===== src/rtl/ch_seq.sv =====
// Channel scan sequencer: on a qualified strobe, walks the set bits of a latched
// channel mask in ascending order with a valid/ready handshake per channel.
module ch_seq #(
   parameter int NCH   = 8,
   parameter int SEL_W = 3,
   parameter int OVR_W = 8
) (
   input  logic             clk,
   input  logic             reset,
   input  logic             strobe,
   input  logic             en,
   input  logic [NCH-1:0]   ch_mask,
   input  logic             ready,
   input  logic             clr_ovr,
   output logic             req_data,
   output logic             valid,
   output logic [SEL_W-1:0] sel,
   output logic             first,
   output logic             last,
   output logic [OVR_W-1:0] ovr_cnt
);

   typedef enum logic {IDLE, SCAN} state_t;

   state_t           state_reg;
   logic [NCH-1:0]   mask_reg;
   logic [SEL_W-1:0] sel_reg;
   logic             valid_reg;
   logic             req_reg;
   logic             first_reg;
   logic             last_reg;
   logic [OVR_W-1:0] ovr_reg;

   logic             trigger;
   logic             start_ok;
   logic             handshake;
   logic             drop;
   logic [SEL_W-1:0] start_sel;
   logic             start_last;
   logic [SEL_W-1:0] next_sel;
   logic             next_last;

   // Lowest set bit of v at or above index start (0 if none).
   function automatic logic [SEL_W-1:0] lowest_from(input logic [NCH-1:0] v, input int start);
      lowest_from = '0;
      for (int i = NCH - 1; i >= 0; i--) begin
         if (v[i] && i >= start) lowest_from = SEL_W'(i);
      end
   endfunction

   function automatic logic any_above(input logic [NCH-1:0] v, input logic [SEL_W-1:0] idx);
      any_above = 1'b0;
      for (int i = 0; i < NCH; i++) begin
         if (v[i] && i > int'(idx)) any_above = 1'b1;
      end
   endfunction

   always_comb begin
      trigger    = strobe & en;
      start_ok   = trigger & (|ch_mask);
      handshake  = valid_reg & ready;
      start_sel  = lowest_from(ch_mask, 0);
      start_last = !any_above(ch_mask, start_sel);
      next_sel   = lowest_from(mask_reg, int'(sel_reg) + 1);
      next_last  = !any_above(mask_reg, next_sel);
      // A trigger coinciding with the final handshake chains a new scan instead of dropping.
      drop       = (state_reg == SCAN) & trigger & !(handshake & last_reg);
   end

   always_ff @(posedge clk) begin
      if (reset) begin
         state_reg <= IDLE;
         mask_reg  <= '0;
         sel_reg   <= '0;
         valid_reg <= 1'b0;
         req_reg   <= 1'b0;
         first_reg <= 1'b0;
         last_reg  <= 1'b0;
         ovr_reg   <= '0;
      end else begin
         case (state_reg)
            IDLE: begin
               if (start_ok) begin
                  state_reg <= SCAN;
                  mask_reg  <= ch_mask;
                  sel_reg   <= start_sel;
                  valid_reg <= 1'b1;
                  req_reg   <= 1'b1;
                  first_reg <= 1'b1;
                  last_reg  <= start_last;
               end
            end
            SCAN: begin
               if (handshake) begin
                  if (last_reg) begin
                     if (start_ok) begin
                        mask_reg  <= ch_mask;
                        sel_reg   <= start_sel;
                        first_reg <= 1'b1;
                        last_reg  <= start_last;
                     end else begin
                        state_reg <= IDLE;
                        valid_reg <= 1'b0;
                        req_reg   <= 1'b0;
                        first_reg <= 1'b0;
                        last_reg  <= 1'b0;
                     end
                  end else begin
                     sel_reg   <= next_sel;
                     first_reg <= 1'b0;
                     last_reg  <= next_last;
                  end
               end
            end
            default: state_reg <= IDLE;
         endcase

         if (clr_ovr)
            ovr_reg <= '0;
         else if (drop && ovr_reg != {OVR_W{1'b1}})
            ovr_reg <= ovr_reg + 1'b1;
      end
   end

   assign req_data = req_reg;
   assign valid    = valid_reg;
   assign sel      = sel_reg;
   assign first    = first_reg;
   assign last     = last_reg;
   assign ovr_cnt  = ovr_reg;

endmodule

===== config.mk =====
export PLATFORM = sky130hd
export DESIGN_NAME = ch_seq
export DESIGN_NICKNAME = d
export VERILOG_FILES = /design/src/rtl/ch_seq.sv
export SDC_FILE = /design/constraint.sdc
export NUM_CORES = 1
export LEC_CHECK = 0
export ABC_AREA = 1
export CAP_MARGIN = 15
export CORE_MARGIN = 3
export CORE_UTILIZATION = 55
export CTS_CLUSTER_SIZE = 16
export DETAILED_ROUTE_END_ITERATION = 8
export PLACE_DENSITY = 0.83
export SYNTH_ARGS = -nofsm -noshare
export SYNTH_HDL_FRONTEND = slang
export SYNTH_SLANG_ARGS = --single-unit

===== constraint.sdc =====
create_clock -name clk -period 5.6 [get_ports clk]
set_clock_uncertainty 0.15 [all_clocks]
set_input_delay 0.56 -clock clk [delete_from_list [all_inputs] [get_ports clk]]
set_output_delay 0.56 -clock clk [all_outputs]
set_load 0.1 [all_outputs]

==> results by group, run 1 <==
Status
  • Outcome: complete, no violations

Layout
  • Filler cells: 212
  • Register area: 460.4 um2
  • Diodes inserted: 0
  • Footprint of the multi-input gates: ~940 um2
  • Non-Filler Instances: 300
  • Nets@finish: 290
  • Share of layout cells above drive strength 1: 10.74%
  • Design area: 0.001891 mm2
  • Fin util: 73.00%
  • P&R area growth vs syn: 20.88%

Logic synthesis
  • Syn Nets: 261
  • Synthesized cell area: 0.001564 mm2
  • Top FF cell, synth: dfxtp_1
  • Mapped Avg Cell Area: ~6.5 um2
  • Seq/Total Area, Yosys: between 20% and 30%
  • Warnings, synthesis: 0
  • Post-synth EDFFs: 0
  • Async S/R FF share, synth: 0%
  • Synth Instances: 242
  • Synthesis-stage register bit count: 23
  • Distinct cell type count after synthesis: 32

Power and ir drop
  • Portion of total power attributed to sequential cells: 46.1%
  • Comb power frac: 34.0%
  • Sw Share: between 30% and 40%
  • VDD IR max: 0.1891 mV
  • Switching power: approximately 150 uW
  • Clock power share: 19.9%
  • Leakage power: 0.8259 nW
  • Internal power: 240.9 uW
  • Total chip power: 395.0 uW
  • PwrDens: 209.0 mW/mm2

Clock network
  • # resized after CTS: 0
  • H-tree levels: 1
  • TritonCTS clock tree: yes
  • Clock transition at the registers of the reported paths: 0.13 ns
  • # hold bufs at CTS: 0
  • TritonCTS buffer count: 3
  • Clk buf depth: 2
  • Root buf cell: clkbuf_4
  • Clock sinks: 23
  • Postcts setup bufs: 0
  • Worst-Skew Late Latency: 0.32 ns

Global route
  • Total grt overflow: 0
  • Overall Global Routing Usage: 22.43%
  • Initial antenna violation count: 0
  • Largest net degree at the start of global routing: 17
  • Vias in the first global route: between 1000 and 1500
  • First-pass GRT wire length: 6127 um

Critical path
  • Critical path class: reg2out
  • CP top delay family: buffers and inverters
  • Critical-path cell list: clkdlybuf4s50_1
  • Critical Path AT: 2.06 ns
  • Critical Path Fanout Max: 8
  • Buf/Inv on CP: 1
  • CP peak stage delay: 1.20 ns
  • CP Launch Type: flip-flop
  • Worst setup EP type: output pin
  • WP data required: 4.89 ns
  • Worst path slowest cell: clkdlybuf4s50_1

Timing
  • Worst Tran Pin Value: 0.9837 ns
  • Min Clock Period, post-route: 2.775 ns
  • Post-Route Setup TNS: 0 ns
  • Fmax: 360.4 MHz
  • Slew headroom: 34.21%
  • Final setup margin: about 2.8 ns
  • Part of the cycle the worst path needs: 49.55%
  • Fin. Hold Viols: 0
  • Final Setup Violations: 0
  • RSZ-0062 raised after global routing: no
  • Slew Viols, Final: 0
  • Hold slack: approximately 0.33 ns

Drt
  • Via density: 5.400
  • Via Count: 1620
  • Number of antenna-violating nets in the routed design: 0
  • Starting DRT DRC Count: 98
  • Routed len/inst: roughly 12 um
  • # DRC: 0
  • Final WL: about 3500 um
  • DRT Pass-1 Iters: 5

Floorplan
  • Ports: 29
  • Die area: 0.003519 mm2
  • Core area: 0.002590 mm2
  • Die Wd: approximately 59 um
  • DIE HEIGHT: 59.33 um
  • Starting density of the core: 60.39%
  • Site Rows: 18

Place
  • Dpl ws: 2.544 ns
  • PortBufs: 28
  • Hpwl dp: 2765 um
  • Cell total after placement: 296
  • GPL Wtd Cong: 0.9600
  • Placed cell area: 0.001863 mm2

Run
  • Maxcap violations: 0

Hold path
  • Hold Path Class: reg2reg
cells in the final DEF (no fill, tap or decap), types with 2 or more instances in the layout:
cell type / netlist / layout
inv_1: 35 / 35
a211oi_1: 3 / 3
dfxtp_1: 23 / 23
inv_2: 3 / 3
xor2_1: 2 / 2
a21oi_1: 22 / 22
nand3_1: 16 / 16
nor2_2: 2 / 2
clkbuf_4: 0 / 3
a21oi_2: 5 / 5
nand2_1: 65 / 65
ha_1: 5 / 5
nor2_1: 17 / 17
o21ai_2: 2 / 2
nor3_1: 3 / 3
nand2_4: 2 / 2
nor3b_1: 3 / 3
o21ai_0: 12 / 12
nand2_2: 5 / 5
clkdlybuf4s50_1: 0 / 28
nand3_2: 3 / 3
final timing paths:
check             cells past startpoint  slack [ns]                 end                 from
hold reg to reg                       2        0.33  first$_SDFFE_PP0P_   first$_SDFFE_PP0P_
setup / recovery                      1        2.83              sel[0]  sel[0]$_SDFFE_PP0N_
hold / removal                        2        0.33  first$_SDFFE_PP0P_   first$_SDFFE_PP0P_
setup reg to reg                     19        3.05   last$_SDFFE_PP0P_  sel[1]$_SDFFE_PP0N_
power by group through the flow:
stage	combinational, mW	sequential [mW]	clock, mW
after CTS	0.134	0.182	0.0795
final	0.134	0.182	0.0785
after floorplan	0.0722	0.212	0
after global placement	0.132	0.185	0
after global routing	0.149	0.183	0.0870
after detailed placement	0.134	0.186	0
area by class of cell:
class                      instances  share of cell area [%]
clock buffer                       3                   1.191
clock inverter                     1                  0.2647
inverter                          38                   7.545
multi-input combinational        177                   49.83
sequential                        23                   24.35
tap                               30                   1.985
timing repair buffer              28                   14.82
cell families (layout without fill, tap and decap cells):
logic type | Yosys count | in the layout | synth area share (%)
AND/OR/NAND/NOR | 121 | 121 | 36.40
AO/OA/AOI/OAI | 49 | 49 | 18.72
buffers and inverters | 42 | 70 | 10.32
flip-flops | 23 | 23 | 29.44
adder cells (fa/ha/maj) | 5 | 5 | 4.000
XOR/XNOR | 2 | 2 | 1.120
metal layers:
layer  vias to the layer above  global-route usage (%)  share of wire, %
met3                         7                   3.268               7.7
met2                        65                   32.14                42
li1                        838                       -                 -
met4                         0                   7.120               1.4
met5                         -                       0                 0
met1                       710                   34.09                49
tightest hold or removal path, delay by kind of cell, from the launching register on:
kind	cells	cell delay, ns
DFF	1	0.34
and+or+nand+nor	1	0.06
AOI/OAI and AO/OA	1	0.05
Yosys cell counts, types with 2 or more instances:
master,n,share of area (%)
nand2_4,2,1.4
a21oi_1,22,7.0
xor2_1,2,1.1
a211oi_1,3,1.4
o21ai_2,2,1.1
nor3b_1,3,1.4
nor2_2,2,0.80
a21oi_2,5,2.8
nand3_1,16,5.1
inv_2,3,0.72
ha_1,5,4.0
nor2_1,17,4.1
nand3_2,3,1.9
nor3_1,3,0.96
nand2_2,5,2.0
dfxtp_1,23,29
inv_1,35,8.4
clkbuf_1,2,0.48
o21ai_0,12,3.8
nand2_1,65,16
Note: power is estimated with default switching activity, not from simulation.
==> run 2, diff against run 1 <==
- CORE_UTILIZATION: 55 -> 47
- PLACE_DENSITY: 0.83 -> 0.76
- clock period: 5.6 -> 2.55 ns (I/O delays scaled with it)
==> run 2 against run 1 <==
  * Sequential share of layout area increased by 0.32 points
  * Largest cell class unchanged
  * Die area increased by 15%
  * Clock power increased by 120%
  * Critical endpoint is now last$_SDFFE_PP0P_
  * Combinational power increased by 120%
  * Hold slack got worse by 0.0053 ns
==> results by group, run 2 (synthesis gave the netlist of run 1 again) <==
Drt
  • DRT Pass-1 Iters: 4
  • Starting DRT DRC Count: 76
  • Final WL: 3590 um
  • Via density: 5.013
  • Via Count: 1589
  • Routed len/inst: roughly 11 um
  • Number of antenna-violating nets in the routed design: 0
  • # DRC: 0

Layout
  • Design area: 0.001902 mm2
  • Commonest non-fill, non-tap cell in the layout: nand2_1
  • P&R area growth vs syn: 21.60%
  • Nets@finish: slightly below 300
  • Most frequent cells in the layout: nand2_1 (65), inv_1 (35), a21oi_1 (22)
  • Diodes inserted: 0
  • Non-Filler Instances: 317
  • Share of layout cells above drive strength 1: 18.32%

Status
  • Outcome: complete, no violations

Place
  • Dpl ws: 0.2499 ns
  • GPL Wtd Cong: 0.8920
  • Placed cell area: ~0.0019 mm2
  • Hpwl dp: 2907 um
  • PortBufs: 28
  • Cell total after placement: 313

Floorplan
  • Site Rows: 20
  • Core area: between 0.003 and 0.004 mm2
  • Ports: 29
  • Die area: 0.004056 mm2
  • DIE HEIGHT: 63.69 um
  • Die Wd: 63.69 um
  • Starting density of the core: 50.40%

Timing
  • Slew Viols, Final: 0
  • Part of the cycle the worst path needs: 90.10%
  • Fin. Hold Viols: 0
  • RSZ-0062 raised after global routing: no
  • Final Setup Violations: 0
  • Post-Route Setup TNS: 0 ns
  • Worst Tran Pin Value: 0.3824 ns
  • Fmax: 435.2 MHz
  • Final setup margin: 0.2524 ns
  • Min Clock Period, post-route: 2.298 ns
  • Slew headroom: 74.48%

Critical path
  • CP peak stage delay: 0.43 ns
  • CP Launch Type: flip-flop
  • R2R cell count: 18
  • Critical Path Fanout Max: 8
  • WP data required: between 2 and 3 ns
  • Critical path class: reg2reg
  • Critical R2R Launch: sel[0]$_SDFFE_PP0N_
  • Critical-path cell list: inv_1 -> ha_1 -> nand3b_1 -> nand3_1 -> nand3_2 -> nand2_2 -> nand2_2 -> nand2_1 -> nand2_1 -> a21oi_1 -> nand2_1 -> nand2_1 -> nand2_1 -> nand2_1 -> nand2_1 -> nand2_1 -> nand2_1 -> a21oi_2
  • Worst path slowest cell: dfxtp_4
  • R2R setup slack: around 0.25 ns
  • CP most frequent cell: nand2_1
  • Worst setup EP type: flip-flop
  • Critical Path AT: roughly 2.4 ns
  • R2R Path End: last$_SDFFE_PP0P_

Clock network
  • Root buf cell: clkbuf_4
  • Clock transition at the registers of the reported paths: approximately 0.13 ns
  • Clock sinks: 23
  • Postcts setup bufs: 0
  • H-tree levels: 1
  • TritonCTS buffer count: 3
  • Clk buf depth: 2
  • TritonCTS clock tree: yes
  • Worst-Skew Late Latency: about 0.31 ns

Global route
  • Vias in the first global route: 1480
  • Largest net degree at the start of global routing: 16
  • First-pass GRT wire length: 6313 um
  • Overall Global Routing Usage: around a fifth
  • Initial antenna violation count: 0
  • Total grt overflow: 0

Power and ir drop
  • PwrDens: 456.3 mW/mm2
  • Leakage power: 0.8718 nW
  • VDD IR max: 0.2040 mV

Run
  • Maxcap violations: 0

Hold path
  • Hold Path Class: reg2reg
  • Min-delay src: first$_SDFFE_PP0P_
  • WHS Path Cells: 2
  • Worst hold endpoint: first$_SDFFE_PP0P_
## run 2: worst max path at each step
stage | endpoint | cells past startpoint | slack, ns | start
final | last$_SDFFE_PP0P_ | 18 | 0.25 | sel[0]$_SDFFE_PP0N_
after global placement | last$_SDFFE_PP0P_ | 11 | 0.26 | ch_mask[7]
after global routing | last$_SDFFE_PP0P_ | 18 | 0.03 | sel[0]$_SDFFE_PP0N_
after floorplan | last$_SDFFE_PP0P_ | 19 | 0.06 | sel[0]$_SDFFE_PP0N_
after detailed placement | last$_SDFFE_PP0P_ | 18 | 0.25 | sel[0]$_SDFFE_PP0N_
after CTS | last$_SDFFE_PP0P_ | 18 | 0.18 | sel[0]$_SDFFE_PP0N_
## run 2: routing by layer
layer  part of all wire [%]  global-route usage (%)
met5                      0                       0
met4                   0.58                   5.660
met3                    4.3                   2.674
met2                     45                   32.07
met1                     50                   25.71
## run 2: cell type report
type,count,area [um2]
clock inverter,1,5.005
clock buffer,3,22.52
sequential,23,469.2
timing repair buffer,31,265.3
fill,327,1201
tap,44,55.05
multi-input combinational,177,942.2
inverter,38,142.6
## run 2: through the flow
| step | power, mW | hold WS [ns] | util [%] |
|---|---|---|---|
| 2_1_floorplan | 0.6259 | 0.1741 | - |
| 3_3_place_gp | 0.7035 | 0.3104 | 60.24 |
| 3_5_place_dp | 0.7058 | 0.3091 | 60.24 |
| 4_1_cts | 0.8777 | 0.3304 | 61.13 |
| 5_1_grt | 0.9248 | 0.3663 | 61.29 |
| 6_report | 0.8678 | 0.3275 | 61.29 |
## run 2: repair_timing
item / in CTS / in global routing
endpoints found under the setup margin: 0 / 1
gates resized for setup: 0 / 3
hold buffers: 0 / 0
## run 2: critical path: cells and delay by family, from the launching register on
kind,cells,cell delay (ns)
and+or+nand+nor,14,1.05
DFF,1,0.43
adders and majority gates,1,0.30
AOI/OAI and AO/OA,2,0.25
buffers and inverters,1,0.06
## run 2: power breakdown
part	leakage, nW	switching [mW]	internal, mW
combinational	0.665	0.202	0.0952
sequential	0.189	0.0246	0.377
clock	0.0177	0.110	0.0586
total	0.872	0.337	0.531
==> run 3, diff against run 2 <==
- TNS_END_PERCENT: default -> 10
==> results of run 3 <==
Final layout, timing and power as in run 2 (identical DEF).
